<file path="src/rtl/fp_mul_issue.sv">
// fp_mul_issue
//
// Issue/collect stage sitting in front of a multi-cycle single-precision
// multiplier. It accepts one operand pair at a time over a valid/ready
// handshake and launches the multiplier with a one-cycle mul_start pulse.
// When the multiplier reports mul_done, the result is captured into a small
// FIFO for the downstream consumer. A watchdog retires an operation that never
// completes. Such an operation is pushed as a quiet NaN with out_timeout set,
// so the pipeline cannot deadlock.
//
// Ports
//   clk, rst            : clock, synchronous active-high reset
//   in_valid/in_ready   : operand handshake, in_op1/in_op2 operands
//   mul_start           : one-cycle launch pulse, mul_op1/mul_op2 held operands
//   mul_done            : multiplier completion, with mul_result/mul_overflow
//   out_valid/out_ready : result FIFO head handshake
//   out_result          : head product
//   out_overflow        : head overflow flag
//   out_timeout         : head entry was retired by the watchdog
//   busy                : an operation is in flight (ISSUE or WAIT)
//   count               : FIFO occupancy
//
// FSM states
//   state   | meaning
//   IDLE    | no op in flight; accepts a pair when the FIFO has room
//   ISSUE   | mul_start pulse cycle; watchdog cleared
//   WAIT    | operands held; wait for mul_done or watchdog expiry

module fp_mul_issue #(
    parameter int unsigned DEPTH   = 4,
    parameter int unsigned TIMEOUT = 64
) (
    input  logic                     clk,
    input  logic                     rst,
    input  logic                     in_valid,
    output logic                     in_ready,
    input  logic [31:0]              in_op1,
    input  logic [31:0]              in_op2,
    output logic                     mul_start,
    output logic [31:0]              mul_op1,
    output logic [31:0]              mul_op2,
    input  logic                     mul_done,
    input  logic                     mul_overflow,
    input  logic [31:0]              mul_result,
    output logic                     out_valid,
    input  logic                     out_ready,
    output logic [31:0]              out_result,
    output logic                     out_overflow,
    output logic                     out_timeout,
    output logic                     busy,
    output logic [$clog2(DEPTH):0]   count
);

    localparam int unsigned PW = $clog2(DEPTH);
    localparam int unsigned CW = PW + 1;
    localparam int unsigned WW = $clog2(TIMEOUT);

    localparam logic [31:0] QNAN = 32'h7FC0_0000;

    typedef enum logic [1:0] {
        S_IDLE  = 2'd0,
        S_ISSUE = 2'd1,
        S_WAIT  = 2'd2
    } state_e;

    state_e          state_q, state_d;
    logic [31:0]     op1_q, op1_d;
    logic [31:0]     op2_q, op2_d;
    logic [WW-1:0]   wd_q, wd_d;

    logic [33:0]     mem_q [DEPTH];
    logic [PW-1:0]   wr_ptr_q, wr_ptr_d;
    logic [PW-1:0]   rd_ptr_q, rd_ptr_d;
    logic [CW-1:0]   count_q, count_d;

    logic            push;
    logic [33:0]     push_data;
    logic            pop;
    logic            has_room;
    logic            accept;
    logic [33:0]     head;

    assign has_room = (count_q < CW'(DEPTH));

    // Outputs are forced low while reset is asserted, whatever the
    // registered state happens to be in that cycle.
    assign in_ready  = (state_q == S_IDLE) && has_room && !rst;
    assign mul_start = (state_q == S_ISSUE) && !rst;
    assign busy      = (state_q != S_IDLE) && !rst;
    assign out_valid = (count_q != '0) && !rst;

    assign accept = in_valid && in_ready;
    assign pop    = out_valid && out_ready;

    assign mul_op1 = op1_q;
    assign mul_op2 = op2_q;
    assign count   = count_q;

    assign head         = mem_q[rd_ptr_q];
    assign out_timeout  = head[33];
    assign out_overflow = head[32];
    assign out_result   = head[31:0];

    always_comb begin
        state_d   = state_q;
        op1_d     = op1_q;
        op2_d     = op2_q;
        wd_d      = wd_q;
        push      = 1'b0;
        push_data = '0;
        unique case (state_q)
            S_IDLE: begin
                // mul_done is deliberately ignored here; late completions
                // after a timeout or a reset must not create entries.
                if (accept) begin
                    op1_d   = in_op1;
                    op2_d   = in_op2;
                    state_d = S_ISSUE;
                end
            end
            S_ISSUE: begin
                wd_d    = '0;
                state_d = S_WAIT;
            end
            S_WAIT: begin
                wd_d = wd_q + 1'b1;
                if (mul_done) begin
                    // A completion in the expiry cycle still counts as a real result.
                    push      = 1'b1;
                    push_data = {1'b0, mul_overflow, mul_result};
                    state_d   = S_IDLE;
                end else if (wd_q == WW'(TIMEOUT - 1)) begin
                    push      = 1'b1;
                    push_data = {1'b1, 1'b0, QNAN};
                    state_d   = S_IDLE;
                end
            end
            default: state_d = S_IDLE;
        endcase
    end

    // Acceptance requires free space, so a push always has room.
    always_comb begin
        wr_ptr_d = wr_ptr_q;
        rd_ptr_d = rd_ptr_q;
        count_d  = count_q;
        if (push) begin
            wr_ptr_d = wr_ptr_q + 1'b1;
        end
        if (pop) begin
            rd_ptr_d = rd_ptr_q + 1'b1;
        end
        if (push && !pop) begin
            count_d = count_q + 1'b1;
        end else if (pop && !push) begin
            count_d = count_q - 1'b1;
        end
    end

    always_ff @(posedge clk) begin
        if (rst) begin
            state_q  <= S_IDLE;
            op1_q    <= '0;
            op2_q    <= '0;
            wd_q     <= '0;
            wr_ptr_q <= '0;
            rd_ptr_q <= '0;
            count_q  <= '0;
        end else begin
            state_q  <= state_d;
            op1_q    <= op1_d;
            op2_q    <= op2_d;
            wd_q     <= wd_d;
            wr_ptr_q <= wr_ptr_d;
            rd_ptr_q <= rd_ptr_d;
            count_q  <= count_d;
        end
    end

    // Storage needs no reset: occupancy gates every read of it.
    always_ff @(posedge clk) begin
        if (push && !rst) begin
            mem_q[wr_ptr_q] <= push_data;
        end
    end

endmodule

</file>
<file path="config.mk">
export PLATFORM = sky130hd
export DESIGN_NAME = fp_mul_issue
export DESIGN_NICKNAME = d
export VERILOG_FILES = /design/src/rtl/fp_mul_issue.sv
export SDC_FILE = /design/constraint.sdc
export NUM_CORES = 1
export LEC_CHECK = 0
export BUFFER_PORTS_ARGS = -buffer_cell sky130_fd_sc_hd__buf_2
export CAP_MARGIN = 10
export CELL_PAD_IN_SITES_DETAIL_PLACEMENT = 1
export CELL_PAD_IN_SITES_GLOBAL_PLACEMENT = 1
export CORE_ASPECT_RATIO = 0.6
export CORE_UTILIZATION = 42
export CTS_CLUSTER_DIAMETER = 40
export CTS_CLUSTER_SIZE = 10
export DETAILED_ROUTE_END_ITERATION = 10
export GPL_ROUTABILITY_DRIVEN = 0
export GPL_TIMING_DRIVEN = 0
export PLACE_DENSITY = 0.81
export SLEW_MARGIN = 15
export SYNTH_ARGS = -nofsm -noshare
export SYNTH_HDL_FRONTEND = slang
export SYNTH_SLANG_ARGS = --single-unit
</file>
<file path="constraint.sdc">
create_clock -name clk -period 7.11 [get_ports clk]
set_input_delay 0.3555 -clock clk [delete_from_list [all_inputs] [get_ports clk]]
set_output_delay 0.3555 -clock clk [all_outputs]
set_load 0.005 [all_outputs]
</file>
==> results of run 1 <==
-- metal layers --
metal  global-route usage (%)  part of all wire [%]  vias up
li1                         -                     -     2688
met1                     30.1                    46     2841
met2                     35.2                    47      161
met3                     4.27                   5.4       34
met4                     5.39                   2.0        0
met5                        0                     0        -
-- placed cells by master (no fill, tap or decap), types with 4 or more instances in the layout --
| master | count |
|---|---|
| nand2b_1 | 4 |
| xor2_1 | 5 |
| nor2_1 | 16 |
| buf_2 | 216 |
| clkbuf_16 | 27 |
| mux2i_1 | 4 |
| clkbuf_1 | 33 |
| buf_4 | 5 |
| edfxtp_1 | 136 |
| nand2_1 | 141 |
| buf_6 | 6 |
| inv_1 | 8 |
| buf_1 | 4 |
| and3_1 | 25 |
| ha_1 | 11 |
| mux4_2 | 34 |
| dfxtp_1 | 81 |
| a21oi_1 | 76 |
| clkbuf_8 | 4 |
-- sequential cells by signal, indices dropped and copies added (netlist names), named ones only --
signal and cells:
rd_ptr_q 2, count 3, mul_op2 32, wr_ptr_q 2, mem_q 136, state_q 2
wd_q 6, mul_op1 32
-- where the power goes --
part	leakage [nW]	total, mW	internal (mW)	switching, mW
Sequential	1.97	1.46	1.41	0.0427
Combinational	1.88	0.547	0.243	0.304
Clock	0.379	1.22	0.741	0.475
-- worst max-delay path: cells and delay by family (launching register included) --
| family | cells | cell delay, ns |
|---|---|---|
| buffers and inverters | 3 | 0.37 |
| adder cells (fa/ha/maj) | 3 | 0.99 |
| AO/OA/AOI/OAI | 1 | 0.15 |
| AND/OR/NAND/NOR | 2 | 0.53 |
| XOR/XNOR | 1 | 0.18 |
| flip-flops | 1 | 0.34 |
-- through the flow --
step | setup TNS (ns) | util, %
global route | 0 | 55.1
detailed placement | 0 | 51.0
floorplan | 0 | -
global placement | -18.32 | 50.3
finish | 0 | 55.1
CTS | 0 | 55.1
-- worst min-delay path by stage --
stage                     start           to  slack (ns)
floorplan            mul_op1[0]   mul_op1[0]        0.45
global placement    mul_op1[29]  mul_op1[29]        0.44
detailed placement  mul_op1[31]  mul_op1[31]        0.44
CTS                   in_op2[2]   mul_op2[2]        0.07
global route          in_op2[3]   mul_op2[3]        0.08
finish               in_op1[28]  mul_op1[28]        0.08
-- kinds of logic after synthesis --
logic type	Yosys count	synth area share [%]
buffers and inverters	47	2.89
AO/OA/AOI/OAI	82	5.10
AND/OR/NAND/NOR	205	10.8
flip-flops	217	68.6
multiplexers	39	9.83
XOR/XNOR	8	0.843
adder cells (fa/ha/maj)	12	1.90
-- cell type report --
type                       instances  area (um2)
clock buffer                      46         787
buffer                            39         210
sequential                       217        5710
tap                              266         333
clock inverter                     1        7.51
inverter                           8        30.0
timing repair buffer             214        1150
fill                            2051        8630
multi-input combinational        346        2380
-- cell usage after synthesis, drive strengths merged, types with 2 or more instances --
cell type,n
or3,2
inv,8
and3,25
edfxtp,136
a21oi,76
o21ai,3
mux4,34
buf,20
mux2i,4
nor3b,2
dfxtp,81
xor2,5
nor2,16
nand4,3
clkbuf,19
nand2b,4
nor3,3
xnor2,3
nand2,141
and2,4
ha,11
==> out/metrics.cfg, run 1 <==
[timing]
period_needed_ns=2.64
fin_ws_ns=4.47
timing.final.max_slew_violations=0
final_hold_violation_count=0
fmaxAchievable_mhz=378
unrepaired_setup_endpoints_after_global_routing=no
relSlewSlack_pct=57.2
finalSetupViolations=0
finalClockSkew_ns=0.00952
worst_pin_slew_ns=0.642
finalHoldWorstSlack_ns=0.0819
timing.final.crit_share_pct=37.2

[clock_network]
root_buffer=clkbuf_16
clk_latency_ns=0.51
holdBufCountCts=0
cts.htree.levels=1
cts_resized=0
clock_tree.buffer_depth=3
clk_transition_reported_paths_ns=0.05
cts-buffers-inserted=26
cts.sink_count=217
post_cts_setup_buffer_count=0
tritoncts=done

[placed_design]
post-place-cells=1090
dp_hpwl_um=15500
dpl_cell_area_mm2=0.00980
port_buffers=205
post-place-ws_ns=4.45

[logic_synthesis]
synth-seq-cells=217
synth.top_cell.area_share_pct=49.1
synth_sequential_area_ratio_pct=68.6
synth.net_count=724
postSynthAreaPerCell_um2=13.6
ys_async_sr_fraction_pct=0
synth.yosys.warnings=0
syn-cell-area_mm2=0.00831
synth_enable_flop_cells=136
top_flip_flop_cell_by_instance_count_after_synthesis=edfxtp_1
synth_area_leader_cell=edfxtp_1
ys_top_cells_by_area=edfxtp_1, dfxtp_1, mux4_2
syn_inst=610
yosysUniqueCellTypes=36

[critical_path]
worst_ep_required_time_ns=7.54
worst-endpoint-arrival_ns=3.08
crit_path_start_kind=flop
timing.critical_path.to=count[2]
critical_path_cell_list=inv_1, ha_1, inv_1, nor2_1, ha_1, inv_1, fa_1, xor2_1, or3_1, a21oi_1
critical_path.max_fanout=9
setup.reg_to_reg.worst_slack_ns=4.47
crit_path_top_delay_cell=ha_1
worstReg2RegStart=state_q[0]
r2r_end=count[2]
r2r_cells=10
critical-path-max-stage-delay_ns=0.39
kind_of_end_point_of_the_critical_path=flop
path_class=flop to flop
worst_path_most_repeated_cell=inv_1
crit_start=state_q[0]

[global_routing]
track_usage_pct=21.7
grt_antenna_before_repair=0
first_pass_grt_wire_length_um=33900
grt_pass1_vias=6172
grt-ovfl-total=0
grt_max_degree=19

[hold_path]
holdPathStages=3
hp-class=primary input to flop

[layout]
drive_above_1_share_pct=34.8
nets=966
area_growth_pct=27.5
post-route-cell-area_mm2=0.0106
final_cell_count_no_fill=1137
number_of_antenna_diodes=0

[power]
power-per-cell-area_mw_per_mm2=304
p_leak_nw=4.23
vdd.ir_drop.worst_v=0.000167
p_total_mw=3.22

[floorplanning]
io-pin-count=207
core_mm2=0.0192
die-width_um=184
fp.dieArea_mm2=0.0204
die-height_um=111
floorplan.initialDensity_pct=43.2
num_rows=39

[routing]
vias=5724
avgViaCountPerCell=5.03
routedWlPerCell_um=19.1
firstDrtPassIters=5
drt_wl_total_um=21700
violation_count_after_the_first_detailed_route_iteration=347
final_antenna_net_count=0
drc_violation_count_after_routing=0

[job]
maxCapViolCount=0

[run_status]
outcome=finished clean

Power figures use the tool's default switching activity.
==> run 2, diff against run 1 <==
==> constraint.sdc (replaced) <==
create_clock -name clk -period 2.46 [get_ports clk]
set_input_delay 0.123 -clock clk [delete_from_list [all_inputs] [get_ports clk]]
set_output_delay 0.123 -clock clk [all_outputs]
set_load 0.005 [all_outputs]
==> out/metrics.cfg, run 2 (synthesized netlist as in run 1, its figures left out) <==
[run_status]
outcome=finished clean

[timing]
final_hold_violation_count=0  ; unchanged
unrepaired_setup_endpoints_after_global_routing=yes
finalHoldWorstSlack_ns=0.0189  ; -0.0630 ns
finalSetupViolations=0  ; unchanged
fmaxAchievable_mhz=423  ; +12%
timing.final.crit_share_pct=96.0  ; +59 points
period_needed_ns=2.36  ; -0.281 ns
relSlewSlack_pct=50.2  ; -7.0 points
timing.final.max_slew_violations=0  ; unchanged
worst_pin_slew_ns=0.747  ; +0.105 ns
finalClockSkew_ns=0.0130  ; +0.00343 ns

[global_routing]
track_usage_pct=25.2  ; +3.5 points
grt_antenna_before_repair=4  ; +4
first_pass_grt_wire_length_um=38800  ; +14%
grt_max_degree=20  ; +1
grt-ovfl-total=0  ; unchanged
grt_pass1_vias=6799  ; +10%

[layout]
final_core_util_pct=60.0  ; +4.8 points
final.fill_count=2023  ; -1.4%
drive_above_1_share_pct=34.8  ; about the same
most-common-layout-cells=buf_2, nand2_1, edfxtp_1
final_cell_count_no_fill=1218  ; +7.1%
final_common_cell=buf_2
sequential_cell_area_mm2=0.00571  ; +0.13%
area_growth_pct=38.7
nets=1042  ; +7.9%
area_taken_by_multi_input_logic_gates_mm2=0.00245  ; +3.2%
regMostFlops=mem_q
max_reg_flops=136  ; unchanged
post-route-cell-area_mm2=0.0115  ; +8.8%

[placed_design]
post-place-cells=1087  ; -0.28%
dpl_cell_area_mm2=0.00984  ; +0.42%
port_buffers=205  ; unchanged
dp_hpwl_um=15400  ; -0.63%

[critical_path]
critical_path_cell_list=ha_4, and3_4, a31oi_4, nor2_2, ha_2, inv_2, fa_2, xor2_2, or3_4, a21oi_2
crit_path_top_delay_cell=or3_4
r2r_cells=10  ; unchanged
crit_path_max_delay_family=simple AND/OR/NAND/NOR gates
critical_path.max_fanout=5  ; -4
worstReg2RegStart=wd_q[0]
kind_of_end_point_of_the_critical_path=flop
path_class=flop to flop
cp.buffers_inverters=1  ; -2
r2r_end=count[2]
setup.reg_to_reg.worst_slack_ns=0.1  ; -4.37 ns
worst-endpoint-arrival_ns=2.81  ; -0.27 ns
worst_ep_required_time_ns=2.91  ; -4.63 ns
crit_path_start_kind=flop
critical-path-max-stage-delay_ns=0.39  ; about the same

[routing]
avgViaCountPerCell=5.10  ; +1.3%
firstDrtPassIters=6  ; +1
vias=6214  ; +8.6%
drt_wl_total_um=25600  ; +18%
final_antenna_net_count=0  ; unchanged
routedWlPerCell_um=21.0  ; +10%
drc_violation_count_after_routing=0  ; unchanged
violation_count_after_the_first_detailed_route_iteration=414  ; +19%

[clock_network]
clock_tree.buffer_depth=3  ; unchanged
cts.htree.levels=1  ; unchanged
tritoncts=done
clk_latency_ns=0.53  ; +0.02 ns
cts.sink_count=217  ; unchanged
cts-buffers-inserted=28  ; +7.7%
root_buffer=clkbuf_16
clk_transition_reported_paths_ns=0.06  ; about the same

[hold_path]
hold_start=mul_result[11]
holdPathStages=2  ; -1
endpoint_of_the_worst_hold_path=mem_q[3][11]
hp-class=primary input to flop

[floorplanning]
floorplan.initialDensity_pct=43.2  ; unchanged
die-width_um=184  ; unchanged
die-height_um=111  ; unchanged
num_rows=39  ; unchanged
core_mm2=0.0192  ; unchanged
io-pin-count=207  ; unchanged
fp.dieArea_mm2=0.0204  ; unchanged

[power]
power-per-cell-area_mw_per_mm2=857  ; +180%
vdd.ir_drop.worst_v=0.000525  ; +210%
p_leak_nw=4.60  ; +8.8%

[job]
maxCapViolCount=0  ; unchanged

[run 2: cell count changes in the layout (fill, tap and decap cells not counted), moves of 3 or more]
cell	change
buf_2	-3
buf_4	+9
clkbuf_16	+4
diode_2	+4
dlygate4sd3_1	+66
ha_1	-3
[run 2: how the worst max path moves through the flow]
stage	from	end	slack [ns]	cells past startpoint
after CTS	state_q[0]	count[2]	0.05	10
final	wd_q[0]	count[2]	0.1	10
after global routing	wd_q[0]	count[2]	0.002	10
after floorplan	wd_q[1]	mem_q[3][0]	0.002	4
after detailed placement	state_q[0]	count[2]	-0.14	10
after global placement	state_q[0]	mem_q[3][30]	-0.94	4
[run 2: routing by layer]
layer	up-vias	track usage (%)	routed length, um
li1	2848	-	-
met1	3117	32.2	10900
met2	190	42.3	12700
met3	59	4.80	1090
met4	0	10.1	934
met5	-	0	0
[run 2: layout make-up]
class | instances | area share [%]
multi-input combinational | 346 | 21.3
antenna | 4 | 0.0868
buffer | 38 | 1.79
timing repair buffer | 289 | 16.5
inverter | 8 | 0.293
clock inverter | 3 | 0.195
sequential | 217 | 49.5
tap | 266 | 2.89
clock buffer | 47 | 7.42
[run 2: power by group]
| part | switching, mW | internal (mW) |
|---|---|---|
| combinational | 0.985 | 0.819 |
| clock | 1.48 | 2.36 |
| sequential | 0.150 | 4.09 |
| total | 2.62 | 7.26 |
[run 2: timing repair]
item,in CTS,in global routing
setup endpoints to repair,66,25
resized for setup,2,11
buffers inserted,0,12
hold buffers,66,0
endpoints found under the hold margin,72,0
pin swaps,0,9
[run 2: metrics by stage]
| stage | power (mW) | setup WS (ns) | setup TNS (ns) |
|---|---|---|---|
| floorplan | 5.22 | 0.00198 | 0 |
| global placement | 5.82 | -0.942 | -106.94 |
| detailed placement | 5.87 | -0.135 | -1.65 |
| CTS | 9.81 | 0.0472 | 0 |
| global route | 10.3 | 0.00223 | 0 |
| finish | 9.88 | 0.0975 | 0 |
